**config.mk**
```make
export PLATFORM = sky130hd
export DESIGN_NAME = dds_wavegen_flat
export DESIGN_NICKNAME = d
export VERILOG_FILES = /design/src/rtl/dds_wavegen_if.sv /design/src/rtl/dds_wavegen.sv /design/src/flat_wrapper.sv
export SDC_FILE = /design/constraint.sdc
export NUM_CORES = 1
export LEC_CHECK = 0
export ABC_AREA = 1
export BUFFER_PORTS_ARGS = -buffer_cell sky130_fd_sc_hd__buf_4
export CAP_MARGIN = 20
export CELL_PAD_IN_SITES_DETAIL_PLACEMENT = 0
export CELL_PAD_IN_SITES_GLOBAL_PLACEMENT = 2
export CORE_ASPECT_RATIO = 1.2
export CORE_UTILIZATION = 34
export DETAILED_ROUTE_END_ITERATION = 12
export HOLD_SLACK_MARGIN = 0.02
export PLACE_DENSITY_LB_ADDON = 0.1
export SLEW_MARGIN = 20
export SYNTH_ARGS = -nofsm -noshare
export SYNTH_HDL_FRONTEND = slang
export SYNTH_SLANG_ARGS = --single-unit
```
**constraint.sdc**
```tcl
create_clock -name clk -period 6.3 [get_ports clk]
set_clock_uncertainty 0.15 [all_clocks]
set_input_delay 1.89 -clock clk [delete_from_list [all_inputs] [get_ports clk]]
set_output_delay 1.89 -clock clk [all_outputs]
set_load 0.01 [all_outputs]
```
**src/rtl/dds_wavegen_if.sv**
```systemverilog
// Settings and sample bundle for dds_wavegen.
// The master drives settings and enable; the slave returns samples and the wrap strobe.
interface dds_wavegen_if #(
  parameter int PW = 24,
  parameter int OW = 8
);
  logic          en;
  logic          load;
  logic [PW-1:0] fcw;
  logic [PW-1:0] poff;
  logic [1:0]    mode;
  logic [PW-1:0] duty;
  logic [OW-1:0] amp;
  logic [OW-1:0] x;
  logic          x_valid;
  logic          wrap;

  modport master (
    output en, load, fcw, poff, mode, duty, amp,
    input  x, x_valid, wrap
  );

  modport slave (
    input  en, load, fcw, poff, mode, duty, amp,
    output x, x_valid, wrap
  );
endinterface

```
**src/rtl/dds_wavegen.sv**
```systemverilog
// Phase-accumulator waveform generator: triangle, rising/falling saw and square output.
// Settings are staged and swapped in at the phase wrap; the output is two registers deep.
module dds_wavegen #(
  parameter int PW = 24,
  parameter int OW = 8
) (
  input  logic          clk,
  input  logic          rst_n,
  dds_wavegen_if.slave  bus
);
  typedef enum logic [1:0] {
    MODE_TRI  = 2'd0,
    MODE_RISE = 2'd1,
    MODE_FALL = 2'd2,
    MODE_SQR  = 2'd3
  } mode_t;

  localparam logic [PW-1:0] DUTY_RST = {1'b1, {(PW-1){1'b0}}};
  localparam logic [OW-1:0] AMP_RST  = {OW{1'b1}};
  localparam logic [OW-1:0] W_HIGH   = {1'b0, {(OW-1){1'b1}}};
  localparam logic [OW-1:0] W_LOW    = {1'b1, {(OW-1){1'b0}}};

  logic [PW-1:0] acc_reg;
  logic [PW-1:0] acc_next;
  logic [PW:0]   acc_sum;
  logic          carry;
  logic          wrap_reg;

  logic [PW-1:0] fcw_act_reg,  fcw_act_next;
  logic [PW-1:0] poff_act_reg, poff_act_next;
  logic [PW-1:0] duty_act_reg, duty_act_next;
  mode_t         mode_act_reg, mode_act_next;
  logic [OW-1:0] amp_act_reg,  amp_act_next;

  logic [PW-1:0] fcw_pend_reg,  fcw_pend_next;
  logic [PW-1:0] poff_pend_reg, poff_pend_next;
  logic [PW-1:0] duty_pend_reg, duty_pend_next;
  mode_t         mode_pend_reg, mode_pend_next;
  logic [OW-1:0] amp_pend_reg,  amp_pend_next;
  logic          pend_reg,      pend_next;

  logic [PW-1:0] phase;
  logic [OW-1:0] tri_u;
  logic [OW-1:0] w_next;
  logic [OW-1:0] w_reg;
  logic [OW-1:0] amp_s1_reg;
  logic          v1_reg;

  logic signed [2*OW:0] w_ext;
  logic signed [2*OW:0] amp_ext;
  logic signed [2*OW:0] prod;
  logic [OW-1:0]        x_reg;
  logic                 xv_reg;

  assign acc_sum  = {1'b0, acc_reg} + {1'b0, fcw_act_reg};
  assign carry    = bus.en & acc_sum[PW];
  assign acc_next = bus.en ? acc_sum[PW-1:0] : acc_reg;

  // A load on the carry edge bypasses staging; otherwise pending waits for a
  // carry, or for any edge while the accumulator is stopped.
  always_comb begin
    fcw_act_next   = fcw_act_reg;
    poff_act_next  = poff_act_reg;
    duty_act_next  = duty_act_reg;
    mode_act_next  = mode_act_reg;
    amp_act_next   = amp_act_reg;
    fcw_pend_next  = fcw_pend_reg;
    poff_pend_next = poff_pend_reg;
    duty_pend_next = duty_pend_reg;
    mode_pend_next = mode_pend_reg;
    amp_pend_next  = amp_pend_reg;
    pend_next      = pend_reg;
    if (bus.load && carry) begin
      fcw_act_next  = bus.fcw;
      poff_act_next = bus.poff;
      duty_act_next = bus.duty;
      mode_act_next = mode_t'(bus.mode);
      amp_act_next  = bus.amp;
      pend_next     = 1'b0;
    end else if (bus.load) begin
      fcw_pend_next  = bus.fcw;
      poff_pend_next = bus.poff;
      duty_pend_next = bus.duty;
      mode_pend_next = mode_t'(bus.mode);
      amp_pend_next  = bus.amp;
      pend_next      = 1'b1;
    end else if (pend_reg && (carry || !bus.en)) begin
      fcw_act_next  = fcw_pend_reg;
      poff_act_next = poff_pend_reg;
      duty_act_next = duty_pend_reg;
      mode_act_next = mode_pend_reg;
      amp_act_next  = amp_pend_reg;
      pend_next     = 1'b0;
    end
  end

  assign phase = acc_reg + poff_act_reg;

  // Triangle fold: the top phase bit mirrors the second half of the period.
  genvar gi;
  generate
    for (gi = 0; gi < OW; gi++) begin : g_fold
      assign tri_u[gi] = phase[PW-OW-1+gi] ^ phase[PW-1];
    end
  endgenerate

  always_comb begin
    w_next = W_LOW;
    case (mode_act_reg)
      MODE_TRI:  w_next = {~tri_u[OW-1], tri_u[OW-2:0]};
      MODE_RISE: w_next = {~phase[PW-1], phase[PW-2:PW-OW]};
      MODE_FALL: w_next = ~{~phase[PW-1], phase[PW-2:PW-OW]};
      MODE_SQR:  w_next = (phase < duty_act_reg) ? W_HIGH : W_LOW;
      default:   w_next = W_LOW;
    endcase
  end

  // Gain travels with its sample so a wrap-edge swap never mixes old shape with new amp.
  always_comb begin
    w_ext   = $signed({{(OW+1){w_reg[OW-1]}}, w_reg});
    amp_ext = $signed({{(OW+1){1'b0}}, amp_s1_reg});
    prod    = w_ext * amp_ext;
  end

  always_ff @(posedge clk) begin
    if (!rst_n) begin
      acc_reg       <= '0;
      wrap_reg      <= 1'b0;
      fcw_act_reg   <= '0;
      poff_act_reg  <= '0;
      duty_act_reg  <= DUTY_RST;
      mode_act_reg  <= MODE_TRI;
      amp_act_reg   <= AMP_RST;
      fcw_pend_reg  <= '0;
      poff_pend_reg <= '0;
      duty_pend_reg <= '0;
      mode_pend_reg <= MODE_TRI;
      amp_pend_reg  <= '0;
      pend_reg      <= 1'b0;
      w_reg         <= '0;
      amp_s1_reg    <= '0;
      v1_reg        <= 1'b0;
      x_reg         <= '0;
      xv_reg        <= 1'b0;
    end else begin
      acc_reg       <= acc_next;
      wrap_reg      <= carry;
      fcw_act_reg   <= fcw_act_next;
      poff_act_reg  <= poff_act_next;
      duty_act_reg  <= duty_act_next;
      mode_act_reg  <= mode_act_next;
      amp_act_reg   <= amp_act_next;
      fcw_pend_reg  <= fcw_pend_next;
      poff_pend_reg <= poff_pend_next;
      duty_pend_reg <= duty_pend_next;
      mode_pend_reg <= mode_pend_next;
      amp_pend_reg  <= amp_pend_next;
      pend_reg      <= pend_next;
      v1_reg        <= bus.en;
      if (bus.en) begin
        w_reg      <= w_next;
        amp_s1_reg <= amp_act_reg;
      end
      xv_reg <= v1_reg;
      if (v1_reg) begin
        x_reg <= OW'(prod >>> OW);
      end
    end
  end

  assign bus.x       = x_reg;
  assign bus.x_valid = xv_reg;
  assign bus.wrap    = wrap_reg;
endmodule

```
**src/flat_wrapper.sv**
```systemverilog
// flat-port wrapper written by rule: the top's interface ports become plain ports
module dds_wavegen_flat 
#(
  parameter int PW = 24,
  parameter int OW = 8
)
  (clk, rst_n, bus_en, bus_load, bus_fcw, bus_poff, bus_mode, bus_duty, bus_amp, bus_x, bus_x_valid, bus_wrap);
  dds_wavegen_if #(.PW(PW), .OW(OW)) bus_i ();
  input  logic clk;
  input  logic rst_n;
  input wire logic [$bits(bus_i.en)-1:0] bus_en;
  input wire logic [$bits(bus_i.load)-1:0] bus_load;
  input wire logic [$bits(bus_i.fcw)-1:0] bus_fcw;
  input wire logic [$bits(bus_i.poff)-1:0] bus_poff;
  input wire logic [$bits(bus_i.mode)-1:0] bus_mode;
  input wire logic [$bits(bus_i.duty)-1:0] bus_duty;
  input wire logic [$bits(bus_i.amp)-1:0] bus_amp;
  output wire logic [$bits(bus_i.x)-1:0] bus_x;
  output wire logic [$bits(bus_i.x_valid)-1:0] bus_x_valid;
  output wire logic [$bits(bus_i.wrap)-1:0] bus_wrap;
  assign bus_i.en = bus_en;
  assign bus_i.load = bus_load;
  assign bus_i.fcw = bus_fcw;
  assign bus_i.poff = bus_poff;
  assign bus_i.mode = bus_mode;
  assign bus_i.duty = bus_duty;
  assign bus_i.amp = bus_amp;
  assign bus_x = bus_i.x;
  assign bus_x_valid = bus_i.x_valid;
  assign bus_wrap = bus_i.wrap;
  dds_wavegen #(.PW(PW), .OW(OW)) u_core (.clk(clk), .rst_n(rst_n), .bus(bus_i));
endmodule
```
After elaboration in Yosys (flattened, before gate mapping)
Index checks and enable logic that the tools add are counted.
- reduce and logical (&&, ||, !) cells: 10
- eq/ne operators: 4
- muxes and demuxes: 19
- add/subtract/negate cells: 2
- shift-type cells: 0
- order comparisons: 1
- div/mod/pow operators: 0
- multiply operators: 1
- bitwise logic cells: 14
- operators with widths (kind ; number):
    24-bit 2-to-1 mux ; 9
    8-bit 2-to-1 mux ; 4
    8-bit one-hot mux with 4 select lines ; 1
    24-bit by 24-bit adder with 25-bit output ; 1
    24-bit adder ; 1
    24-bit < comparator ; 1
    8-bit by 9-bit multiplier with 16-bit output ; 1
    8-bit inverter ; 1
    1-bit bitwise XOR ; 8
    2-bit 2-to-1 mux ; 3
    2-bit equality test, second input constant ; 2
    1-bit inverter ; 4
    2-bit AND reduction ; 2
    2-bit nonzero test ; 2
    2-bit by 1-bit equality test with 1-bit output, second input constant ; 1
    1-bit logical AND ; 2
    2-bit zero test ; 1
    1-bit 2-to-1 mux ; 2
    2-bit by 1-bit != test with 1-bit output, second input constant ; 1
    2-bit OR reduction ; 1
    1-bit AND ; 1
    1-bit zero test ; 1
    1-bit logical OR ; 1
- memory bits (writable): 0
- output and inout bits: 10
- memories kept: 0
- word-level logic and storage cells: 69
- bits of input ports: 86
- bits in read-only memories: 0
- register bits: 216
- latch bits: 0

Depth between registers and ports, before layout
- word-level depth: 7
- depth in mapped cells: 25

Worst setup path before layout
No wires, ideal clock.
- kind: flip-flop to flip-flop
- from: register u_core.w_reg[7]
- to: register u_core.x_reg[6], in the netlist u_core.bus.x[6]
- path slack: 1913 ps
- clock period less this slack: 4387 ps
- data required time: 6041 ps
- data arrival time: 4128 ps
- buffers on the path: 0
- stages on the path, launching flop included: 19
- cell sequence: dfxtp_1 -> inv_1 -> or2_2 -> fa_1 -> inv_1 -> fa_1 -> inv_1 -> fa_1 -> fa_1 -> inv_1 -> ha_1 -> a21oi_1 -> o21ai_0 -> nand2_1 -> nand4_1 -> a21oi_1 -> o21ai_0 -> nand2_1 -> inv_1
- longest elaborated chain between the ends: 1
- RTL lines (what ; RTL line ; RTL):
    start: declaration ; dds_wavegen.sv:45 ; logic [OW-1:0] w_reg;
    start signal: assignment ; dds_wavegen.sv:161 ; w_reg <= w_next;
    8-bit by 9-bit multiplier with 16-bit output ; dds_wavegen.sv:122 ; prod = w_ext * amp_ext;
    end signal: assignment ; dds_wavegen.sv:166 ; x_reg <= OW'(prod >>> OW);
    end: declaration ; dds_wavegen.sv:52 ; logic [OW-1:0] x_reg;
No other way between the ends.
A chain may end at the register's enable or synchronous reset.

Worst setup path after layout
Same ends and word-level chain as after synthesis.

==> summary.md <==
| Metric | Value |
|---|---|
| Worst-Skew Late Latency | 550 ps |
| Worst EP arrival | 5140 ps |
| Ys async rst share | 0 |
| Drt drc | 0 |
| Placed cell area | 15900 um^2 |
| Vias per Instance | 4.86 |
| Slew Limit Headroom | 0.359 |
| Largest net degree at the start of global routing | 82 |
| DR WL/cell | 15.8 um |
| HPWL Detailed | 33900 um |
| Peak supply drop | 0.165 mV |
| Post-route setup TNS | 0 ps |
| Worst-margin pin slew | 961 ps |
| # IOs | 96 |
| Most frequent CP cell | inv_1 |
| Power Density | 234 nW/um^2 |
| Global route hottest layer | met2 |
| Met1 Usage GRT | 0.269 |
| Unrepaired setup endpoints after global routing | false |
| Final Hold Fails | 0 |
| Met3 usage | 0.0192 |
| Clk slew on worst S/H paths | 60 ps |
| Htree depth | 1 |
| CTS tree | done |
| # clock sinks | 216 |
| Synth Flop Type | dfxtp_1 |
| Max-Cap Viols | 0 |
| Post CTS Setup Buffer Count | 0 |
| Clock buffer count from CTS | 26 |
| Final period util | 0.768 |
| CP Class | reg -> reg |
| WHS | 302 ps |
| Vias | 14100 |
| Post-route cell area | 16800 um^2 |
| Mux cell area share after synthesis | 0 |
| Max Slew Vio Count | 0 |
| Initial drt markers | 766 |
| DRT Wirelength | 45700 um |
| Hold_buf cts | 0 |
| Cell leakage power | 8.84 nW |
| Vias in the first global route | 13600 |
| Compound-gate portion of the synthesized area | 0.117 |
| Synth top area cells | dfxtp_1, nand2_1, nor2_1, ha_1, inv_1 |
| Die width | 194 um |
| Core area | 43200 um^2 |
| Number of warnings issued by yosys | 0 |
| Slowest CP cell | fa_1 |
| Root Buffer | clkbuf_16 |
| CP Max Fanout | 7 |
| Yosys reg bits | 216 |
| Worst setup EP type | flop |
| Post-Synthesis Cells | 2308 |
| HP Class | reg -> reg |
| Synth Area in XOR/XNOR | 0.0193 |
| Post-route insts no fill | 2897 |
| # diodes | 0 |
| Highest Clock Rate | 0.207 GHz |
| Post-synthesis simple-gate area fraction | 0.328 |
| EDFF count, synth | 0 |
| Period minus WS final | 4840 ps |
| Post-synth design cell area | 15000 um^2 |
| Area delta synth->final | 12.0% |
| First-pass GRT wire length | 74400 um |
| Die Y | 232 um |
| Synth cell types | 39 |
| Total grt overflow | 0 |
| CP required | 6600 ps |
| All-Layer GR Usage | 0.205 |
| # resized after CTS | 0 |
| Syn_area_per_cell | 6.50 um^2 |
| Yosys top cell by area | dfxtp_1 |
| Drt pass-1 iters | 5 |
| Largest stage delay, worst path | 540 ps |
| Placed cell count | 2852 |
| Worst-path cell chain | inv_1, or2_2, fa_1, inv_1, fa_1, inv_1, fa_1, fa_1, inv_1, ha_1, a21oi_1, o21ai_0, nand2_1, nand4_1, a21oi_1, o21ai_0, nand2_1, inv_1 |
| Final setup viols | 0 |
| Layout cells sized above 1 | 0.0751 |
| Total die area | 45000 um^2 |
| Synth Net Count | 2539 |
| Yosys top cell area share | 0.288 |
| Final ANT Viol Nets | 0 |
| Main combinational cell family by area after synthesis | simple AND/OR/NAND/NOR gates |
| Initial Util | 0.347 |
| # rows | 83 |
| GPL Wtd Cong | 0.891 |
| Final nets | 2559 |
| CTS max path bufs | 3 |
| Status | completed |
| Count of input and output buffers | 95 |
| Met2 Resource Use GR | 0.354 |
| Startpoint Class | flop |
| Initial antenna violation count | 0 |
| Sequential fraction of the synthesis area | 0.288 |
| Adder-Cell Fraction of Synth Area | 0.139 |
## cell usage after synthesis (all sizes together) (2+ instances only)
library cell	n
xor2	21
o21ai	201
dfxtp	216
o211ai	15
ha	108
buf	53
a31o	3
inv	279
nand2	554
o21a	3
fa	37
nand3b	2
a21o	6
or2	8
xnor2	12
nor2	426
clkbuf	62
o21bai	11
nand4	95
a21oi	78
nor3	15
a31oi	7
nand3	93
## per-stage QoR
stage / setup WS, ps / power, mW / util
finish: 1460 / 3.93 / 0.389
global route: 1120 / 4.20 / 0.389
CTS: 1430 / 4.00 / 0.389
detailed placement: 1380 / 2.44 / 0.369
global placement: 1470 / 2.43 / 0.369
floorplan: 1910 / 2.17 / -
## cell usage in the layout, fill, tap and decap left out, types with 3 or more instances in the layout
master and instances:
nand3_1 90, nor2_1 424, inv_1 275, o21a_1 3, o21bai_1 11, or2_2 8
nand2_1 549, a31oi_1 7, xnor2_1 12, o211ai_1 15, clkbuf_16 27, nand2_2 4
o21ai_0 128, fa_1 37, o21ai_1 72, a21o_1 6, ha_1 108, clkinv_2 3
inv_2 4, xor2_1 21, nor3_1 14, nand4_1 94, a21oi_1 77, a31o_2 3
buf_4 107, dfxtp_1 216, clkbuf_1 6, clkbuf_8 7
## where the power goes
part	internal (mW)	leakage [nW]	switching [mW]
logic	0.321	6.63	0.527
registers	1.46	1.78	0.0860
clock network	0.939	0.430	0.602
total	2.72	8.84	1.22
## final cells by class
class / count / area, um^2
fill: 4745 / 26400
multi-input combinational: 1697 / 9070
sequential: 216 / 4320
inverter: 280 / 1050
timing repair buffer: 107 / 803
clock buffer: 40 / 795
tap: 552 / 691
clock inverter: 5 / 75.1
## cells by family (layout without fill, tap and decap cells)
kind of cell	Yosys count	after routing
buf+inv	395	432
flops	216	216
xor+xnor	33	33
simple gates	1193	1193
compound gates	326	326
fa+ha+maj	145	145
## worst max-delay path, delay by kind of cell (launching register included)
kind,cells,cell delay (ps)
adder cells (fa/ha/maj),5,2440
flip-flops,1,470
AND/OR/NAND/NOR,4,600
buffers and inverters,5,370
AO/OA/AOI/OAI,4,690
## worst paths after layout
check,to,from,cells past startpoint,slack [ps]
setup / recovery,u_core.bus.x[6],u_core.w_reg[7],18,1460
hold / removal,u_core.amp_pend_reg[0],u_core.amp_pend_reg[0],2,300
setup reg to reg,u_core.bus.x[6],u_core.w_reg[7],18,1460
hold reg to reg,u_core.amp_pend_reg[0],u_core.amp_pend_reg[0],2,300
## metal layers
metal / up-vias / part of all wire
met4: 0 / 0.027
li1: 7406 / -
met1: 6401 / 0.47
met2: 217 / 0.47
met3: 47 / 0.030
met5: - / 0
No activity file was read; power rests on OpenSTA's default activity.
